### src/rtl/remap_accel_addr_gen.sv
// Raster coordinate walker and linear-address former for remap_accel; feeds a ce-gated DSP multiplier.
// Optional build macro REMAP_ADDR_GEN_OVF_EN enables the sticky address-overflow flag (ovf_err).
module remap_accel_addr_gen #(
  parameter int unsigned DIM_W   = 16,
  parameter int unsigned ADDR_W  = 22,
  parameter int unsigned MUL_LAT = 3
) (
  input  logic              ap_clk,
  input  logic              ap_rst_n,
  input  logic              start,
  input  logic [DIM_W-1:0]  rows,
  input  logic [DIM_W-1:0]  cols,
  input  logic [DIM_W-1:0]  stride,
  output logic              busy,
  output logic              done,
  output logic              mul_ce,
  output logic [DIM_W-1:0]  mul_din0,
  output logic [DIM_W-1:0]  mul_din1,
  input  logic [ADDR_W-1:0] mul_dout,
  output logic [ADDR_W-1:0] addr_tdata,
  output logic              addr_tvalid,
  input  logic              addr_tready,
  output logic              addr_tlast,
  output logic              ovf_err
);

  typedef enum logic [1:0] {IDLE, RUN, DRAIN} state_t;

  state_t              state;
  logic [DIM_W-1:0]    rows_q;
  logic [DIM_W-1:0]    cols_q;
  logic [DIM_W-1:0]    col_q;
  logic [MUL_LAT-1:0]  sh_vld;
  logic [MUL_LAT-1:0]  sh_last;
  logic [DIM_W-1:0]    sh_col [MUL_LAT];
  logic                issue;
  logic                col_last;
  logic                row_last;
  logic [ADDR_W-1:0]   addr_next;

  // Backpressure freezes the whole issue/multiply/output pipeline in lockstep.
  assign mul_ce   = !(addr_tvalid && !addr_tready);
  assign issue    = (state == RUN);
  assign col_last = (col_q == cols_q - DIM_W'(1));
  assign row_last = (mul_din0 == rows_q - DIM_W'(1));

`ifdef REMAP_ADDR_GEN_OVF_EN
  localparam int unsigned SUM_W = ADDR_W + 1;
  logic [SUM_W-1:0] sum;

  assign sum       = SUM_W'(mul_dout) + SUM_W'(sh_col[MUL_LAT-1]);
  assign addr_next = sum[ADDR_W-1:0];

  always_ff @(posedge ap_clk or negedge ap_rst_n) begin
    if (!ap_rst_n) begin
      ovf_err <= 1'b0;
    end else if (state == IDLE && start) begin
      ovf_err <= 1'b0;
    end else if (mul_ce && sh_vld[MUL_LAT-1] && sum[ADDR_W]) begin
      ovf_err <= 1'b1;
    end
  end
`else
  assign addr_next = mul_dout + ADDR_W'(sh_col[MUL_LAT-1]);
  assign ovf_err   = 1'b0;
`endif

  always_ff @(posedge ap_clk or negedge ap_rst_n) begin
    if (!ap_rst_n) begin
      state       <= IDLE;
      busy        <= 1'b0;
      done        <= 1'b0;
      rows_q      <= '0;
      cols_q      <= '0;
      col_q       <= '0;
      mul_din0    <= '0;
      mul_din1    <= '0;
      addr_tdata  <= '0;
      addr_tvalid <= 1'b0;
      addr_tlast  <= 1'b0;
      sh_vld      <= '0;
      sh_last     <= '0;
      for (int i = 0; i < MUL_LAT; i++) sh_col[i] <= '0;
    end else begin
      done <= 1'b0;

      // Shadow pipe mirrors the multiplier stages so each product meets its own column.
      if (mul_ce) begin
        sh_vld[0]  <= issue;
        sh_last[0] <= issue && col_last;
        sh_col[0]  <= col_q;
        for (int i = 1; i < MUL_LAT; i++) begin
          sh_vld[i]  <= sh_vld[i-1];
          sh_last[i] <= sh_last[i-1];
          sh_col[i]  <= sh_col[i-1];
        end
        addr_tvalid <= sh_vld[MUL_LAT-1];
        addr_tlast  <= sh_last[MUL_LAT-1];
        addr_tdata  <= addr_next;
      end

      case (state)
        IDLE: begin
          if (start) begin
            if (rows == '0 || cols == '0) begin
              done <= 1'b1;
            end else begin
              rows_q   <= rows;
              cols_q   <= cols;
              mul_din1 <= stride;
              mul_din0 <= '0;
              col_q    <= '0;
              busy     <= 1'b1;
              state    <= RUN;
            end
          end
        end
        RUN: begin
          if (mul_ce) begin
            if (col_last) begin
              col_q    <= '0;
              mul_din0 <= mul_din0 + DIM_W'(1);
              if (row_last) state <= DRAIN;
            end else begin
              col_q <= col_q + DIM_W'(1);
            end
          end
        end
        DRAIN: begin
          if (~|sh_vld && (!addr_tvalid || addr_tready)) begin
            done  <= 1'b1;
            busy  <= 1'b0;
            state <= IDLE;
          end
        end
        default: state <= IDLE;
      endcase
    end
  end

endmodule

### config.mk
export PLATFORM = sky130hd
export DESIGN_NAME = remap_accel_addr_gen
export DESIGN_NICKNAME = d
export VERILOG_FILES = /design/src/rtl/remap_accel_addr_gen.sv
export SDC_FILE = /design/constraint.sdc
export NUM_CORES = 1
export LEC_CHECK = 0
export BUFFER_PORTS_ARGS = -buffer_cell sky130_fd_sc_hd__buf_2
export CORE_ASPECT_RATIO = 1.2
export CORE_MARGIN = 2
export CORE_UTILIZATION = 48
export CTS_BUF_LIST = sky130_fd_sc_hd__clkbuf_8
export DETAILED_ROUTE_END_ITERATION = 8
export PLACE_DENSITY_LB_ADDON = 0.2
export RECOVER_POWER = 100
export SLEW_MARGIN = 20
export SYNTH_ARGS = -nofsm -noshare
export SYNTH_HDL_FRONTEND = slang
export SYNTH_SLANG_ARGS = --single-unit
### constraint.sdc
create_clock -name ap_clk -period 3.3 [get_ports ap_clk]
set_clock_uncertainty 0.15 [all_clocks]
set_input_delay 0.33 -clock ap_clk [delete_from_list [all_inputs] [get_ports ap_clk]]
set_output_delay 0.33 -clock ap_clk [all_outputs]
set_load 0.03 [all_outputs]
# Word level (Yosys, flattened, before mapping)
# Index checks and enable logic that the tools add are counted.
# totals
in_bits	74
out_inout_bits	60
reg_bits	162
# op_classes
n_eq_ne	10
reduce_logical	20
addsub	5
muxes	23
bitwise_logic	1
# op_table
op	count
two-way mux 16 bit	6
one-hot mux 16 bit (2 select lines)	2
adder 16 x 1 -> 16 bit (second input constant)	2
== test 16 bit	2
logical NOT 16 bit	2
subtractor 16 x 1 -> 16 bit (second input constant)	2
adder 22 x 16 -> 22 bit	1
two-way mux 2 bit	6
!= test 2 bit (second input constant)	4
AND reduction 4 bit	2
two-way mux 1 bit	6
one-hot mux 2 bit (3 select lines)	1
AND reduction 6 bit	1
AND reduction 5 bit	1
logical NOT 1 bit	4
!= test 2 x 1 -> 1 bit (second input constant)	2
one-hot mux 1 bit (2 select lines)	2
nonzero test 2 bit	2
logical AND 1 bit	3
AND reduction 3 bit	1
OR reduction 3 bit	1
== test 2 x 1 -> 1 bit (second input constant)	1
== test 2 bit (second input constant)	1
logical NOT 2 bit	1
other kinds (2)	3

# Longest topological paths before layout
# logic_depth
ltp_word	6
ltp_mapped	11
depth_no_buf	11

# Worst setup path before layout
# No wires, ideal clock.
# synth_path
kind	register -> register
start	register rows_q[0]
end	register state[0]
path_stages_with_launch	12
synth_period_minus_slack_ps	2946
required_time_ps	3032
setup_ps	118
path_slack_ps	354
path_buffers	1
arrival_time_ps	2678
cell_sequence	dfrtp_1 > inv_1 > ha_1 > nor3b_1 > nand2_1 > clkbuf_1 > o41ai_1 > nand4_1 > nor3_2 > nand4_1 > or4_1 > a21o_1
# synth_via
elab_chain_len	4
# synth_rtl
element	line_no	text
start: declaration	30	logic [DIM_W-1:0] rows_q;
start signal: assignment	108	rows_q <= rows;
subtractor 16 x 1 -> 16 bit	45	assign row_last = (mul_din0 == rows_q - DIM_W'(1));
== test 16 bit	45	
!= test 2 x 1 -> 1 bit (no line)	-	
AND reduction 6 bit (no line)	-	
end signal: assignment	70	state <= IDLE;
end signal: assignment	114	state <= RUN;
end signal: assignment	123	if (row_last) state <= DRAIN;
end: declaration	29	state_t state;
# Every way passes these cells.
# A chain may end at the register's enable or synchronous reset.

# Final worst setup path
# layout_path
start	register cols_q[0]
end	register mul_din0[9]
# layout_via
elab_chain_len	4
# layout_rtl
element	line_no	text
start: declaration	31	logic [DIM_W-1:0] cols_q;
start signal: assignment	109	cols_q <= cols;
subtractor 16 x 1 -> 16 bit	44	assign col_last = (col_q == cols_q - DIM_W'(1));
== test 16 bit	44	
!= test 2 x 1 -> 1 bit (no line)	-	
AND reduction 5 bit (no line)	-	
end signal: assignment	122	mul_din0 <= mul_din0 + DIM_W'(1);
end: declaration	17	output logic [DIM_W-1:0] mul_din0,
# Every way passes these cells.

==> results_dict.tcl <==
set metrics [dict create \
    worst_ir_drop_vdd_v 0.000334 \
    drcViolationCount 0 \
    drt-initial-drc-count 384 \
    cts.path.max_buffers 2 \
    start_util 0.489 \
    cap_violations 1 \
    clk_latency_ns 0.46 \
    grt_pass1_vias 7034 \
    hold_viol_final 0 \
    n_antenna_cell 0 \
    fin_crit_ns 3.14 \
    synth_xor_area_frac 0.0562 \
    cts_sinks 162 \
    crit_start "cols_q[0]" \
    cts_max_level 4 \
    setup_tns_ns 0 \
    synth-compound-area-share 0.113 \
    rows 53 \
    io-pin-count 134 \
    clk_pin_slew_ns 0.09 \
    synth.distinct_cells 68 \
    die_h_um 150 \
    synth-main-ff-cell "dfrtp_1" \
    slew_viol_final 80 \
    required_ns 3.54 \
    relSlewSlack -0.288 \
    crit_type "reg2reg" \
    critPathLaunchType "register" \
    drive_gt1_frac 0.125 \
    violations "max-capacitance violations, max-slew violations" \
    hold_ws_ns 0.0371 \
    grt_max_degree 80 \
    grt_pass1_wl_um 34500 \
    wire_per_inst_um 14.6 \
    synth_top_cell_by_area "dfrtp_1" \
    overflow 0 \
    first_pass_iters 5 \
    yosysSeqAreaShare 0.473 \
    num_vias 7502 \
    ant_nets 0 \
    fmax_mhz 319 \
    yosys_warnings 0 \
    cts-root-buf "clkbuf_8" \
    dp_hpwl_um 14200 \
    nets 1269 \
    async_reset_ff_frac 1.00 \
    yosysMostFrequentCell "nand2_1" \
    worst_pin_slew_ns 1.93 \
    syn_nets 1089 \
    ys_top_cells_by_area "dfrtp_1 (47%), nand2_1 (15%), xnor2_1 (3.2%)" \
    antenna_found_initial 0 \
    synth_common_cells "nand2_1 (343), dfrtp_1 (162), nor2_1 (41)" \
    nFillCells 1624 \
    routabilityCongestion 0.858 \
    grt_usage 0.224 \
    crit_buf_inv 2 \
    worstPathMaxFanout 5 \
    numCtsBuffers 17 \
    synth_mux_area_frac 0.0105 \
    cp_cell_sequence "inv_2 -> ha_2 -> nor2b_4 -> nand3_1 -> o211a_1 -> o31a_1 -> nor4b_4 -> a21oi_2 -> buf_6 -> or4_1 -> a21oi_1" \
    r2r-start "cols_q[0]" \
    p_leak_nw 4.97 \
    worstHoldStart "mul_dout[18]" \
    die_w_um 126 \
    synth_top_area_share 0.473 \
    cts_tree "done" \
    synthSimpleGateAreaFrac 0.280 \
    wirelength_um 20500 \
    critPathCaptureType "register" \
    critPathMaxStageDelay_ns 0.51 \
    critical_path.top_delay_family "simple AND/OR/NAND/NOR gates" \
    core_area_um2 17500 \
    hold_class "in2reg" \
    synth_seq_cells 162 \
    finalCritPeriodShare 0.951 \
    netlist_instances 994 \
    via_per_inst 5.33 \
    synthAdderAreaFrac 0.0316 \
    port_buffers 132 \
    synth_area_per_cell_um2 8.62 \
    dieArea_um2 18900 \
    synth-edff-count 0 \
    status "complete, but fails checks" \
    synth_top_family_by_area "simple AND/OR/NAND/NOR gates" \
    cp.arrival_ns 3.38 \
    finalSetupViolations 0 \
    cp_slowest_cell "or4_1" \
    fin_util 0.592 \
    synthesis.area_um2 8560 \
    powerDensity_nw_per_um2 651 \
    area_growth_pct 21.0 \
]
==> where the power goes <==
| group | switching (W) | internal (W) | total, W |
|---|---|---|---|
| Combinational | 0.00146 | 0.000828 | 0.00229 |
| Sequential | 0.000449 | 0.00243 | 0.00288 |
| Clock | 0.000738 | 0.000833 | 0.00157 |
| Total | 0.00265 | 0.00410 | 0.00674 |
==> kinds of logic (layout without fill, tap and decap cells) <==
kind of cell / Yosys count / count (layout)
and+or+nand+nor: 527 / 527
buffers and inverters: 71 / 264
DFF: 162 / 162
AOI/OAI and AO/OA: 148 / 148
adders and majority gates: 21 / 21
xor gates and xnor gates: 55 / 55
muxes: 9 / 9
other: 1 / 1
==> flip-flops by register name, summed over array words and instances, names as in the netlist, 2 cells and up <==
signal / flops
sh_col: 48
addr_tdata: 22
col_q: 16
cols_q: 16
mul_din0: 16
mul_din1: 16
rows_q: 16
sh_last: 3
sh_vld: 3
state: 2
==> per-stage QoR <==
step	setup WS, ns	power (W)	instance area [um2]	std cells
detailed placement	0.143	0.00520	9480	1319
global route	-0.00240	0.00722	10400	1407
CTS	0.0880	0.00683	10400	1401
floorplan	0.354	0.00449	8560	994
global placement	0.264	0.00516	9480	1319
finish	0.163	0.00674	10400	1407
==> final cells by class <==
cell class	count	area [um2]	area share
inverters	24	90.1	0.00870
clock buffers	21	289	0.0279
well taps	220	275	0.0266
clock inverters	11	150	0.0145
multi-input cells	761	4240	0.409
repair buffers	208	1260	0.121
flip-flops and latches	162	4060	0.392
==> repair_timing <==
action | in CTS | in global routing
hold buffers | 50 | 0
endpoints found under the hold margin | 124 | 0
resized for setup | 0 | 8
setup buffers | 0 | 4
endpoints found under the setup margin | 0 | 7
==> metal layers <==
layer  track usage  routed length, um  up-vias
met3        0.0419                953       17
met4        0.0593                187        0
met2         0.380              10200      205
li1              -                  -     3753
met1         0.298               9140     3527
met5             0                  0        -
==> tightest hold or removal path, delay by kind of cell <==
kind                   cells  cell delay (ns)
buffers and inverters      1             0.13
and+or+nand+nor            2             0.15
==> final timing paths <==
kind	end	slack, ns	depth (start not counted)
max	mul_din0[9]	0.16	11
min in group asynchronous	addr_tdata[1]	0.78	2
max reg2reg	mul_din0[9]	0.16	11
min reg2reg	sh_vld[2]	0.31	2
max in group asynchronous	cols_q[3]	0.58	3
min	addr_tdata[18]	0.04	3
==> layout by cell type (no fill, tap or decap), types with 4 or more instances in the layout <==
cell type,netlist,final
nand2_1,343,343
dfrtp_1,162,160
buf_4,1,15
o31ai_1,10,10
and2_1,6,6
nand3_1,24,24
clkbuf_2,0,5
xor2_1,24,24
ha_1,20,19
nand4b_1,4,4
nor2b_1,7,5
nor2_1,41,41
nand2b_1,14,14
dlygate4sd3_1,0,50
nand3b_1,5,5
nor4_1,17,17
buf_2,4,73
mux2i_1,9,9
nand4_1,13,13
clkbuf_8,0,21
a31oi_1,8,8
or3_1,4,4
a21boi_0,4,4
inv_1,23,23
and3_1,6,6
nor3b_1,5,5
o21ai_0,24,24
clkbuf_1,36,63
a21oi_1,40,39
clkinvlp_4,0,4
o21ai_1,7,7
a21o_1,12,12
or4_1,10,10
o41ai_1,5,5
xnor2_1,31,31
nor3_1,13,12
Note: power is estimated with default switching activity, not from simulation.
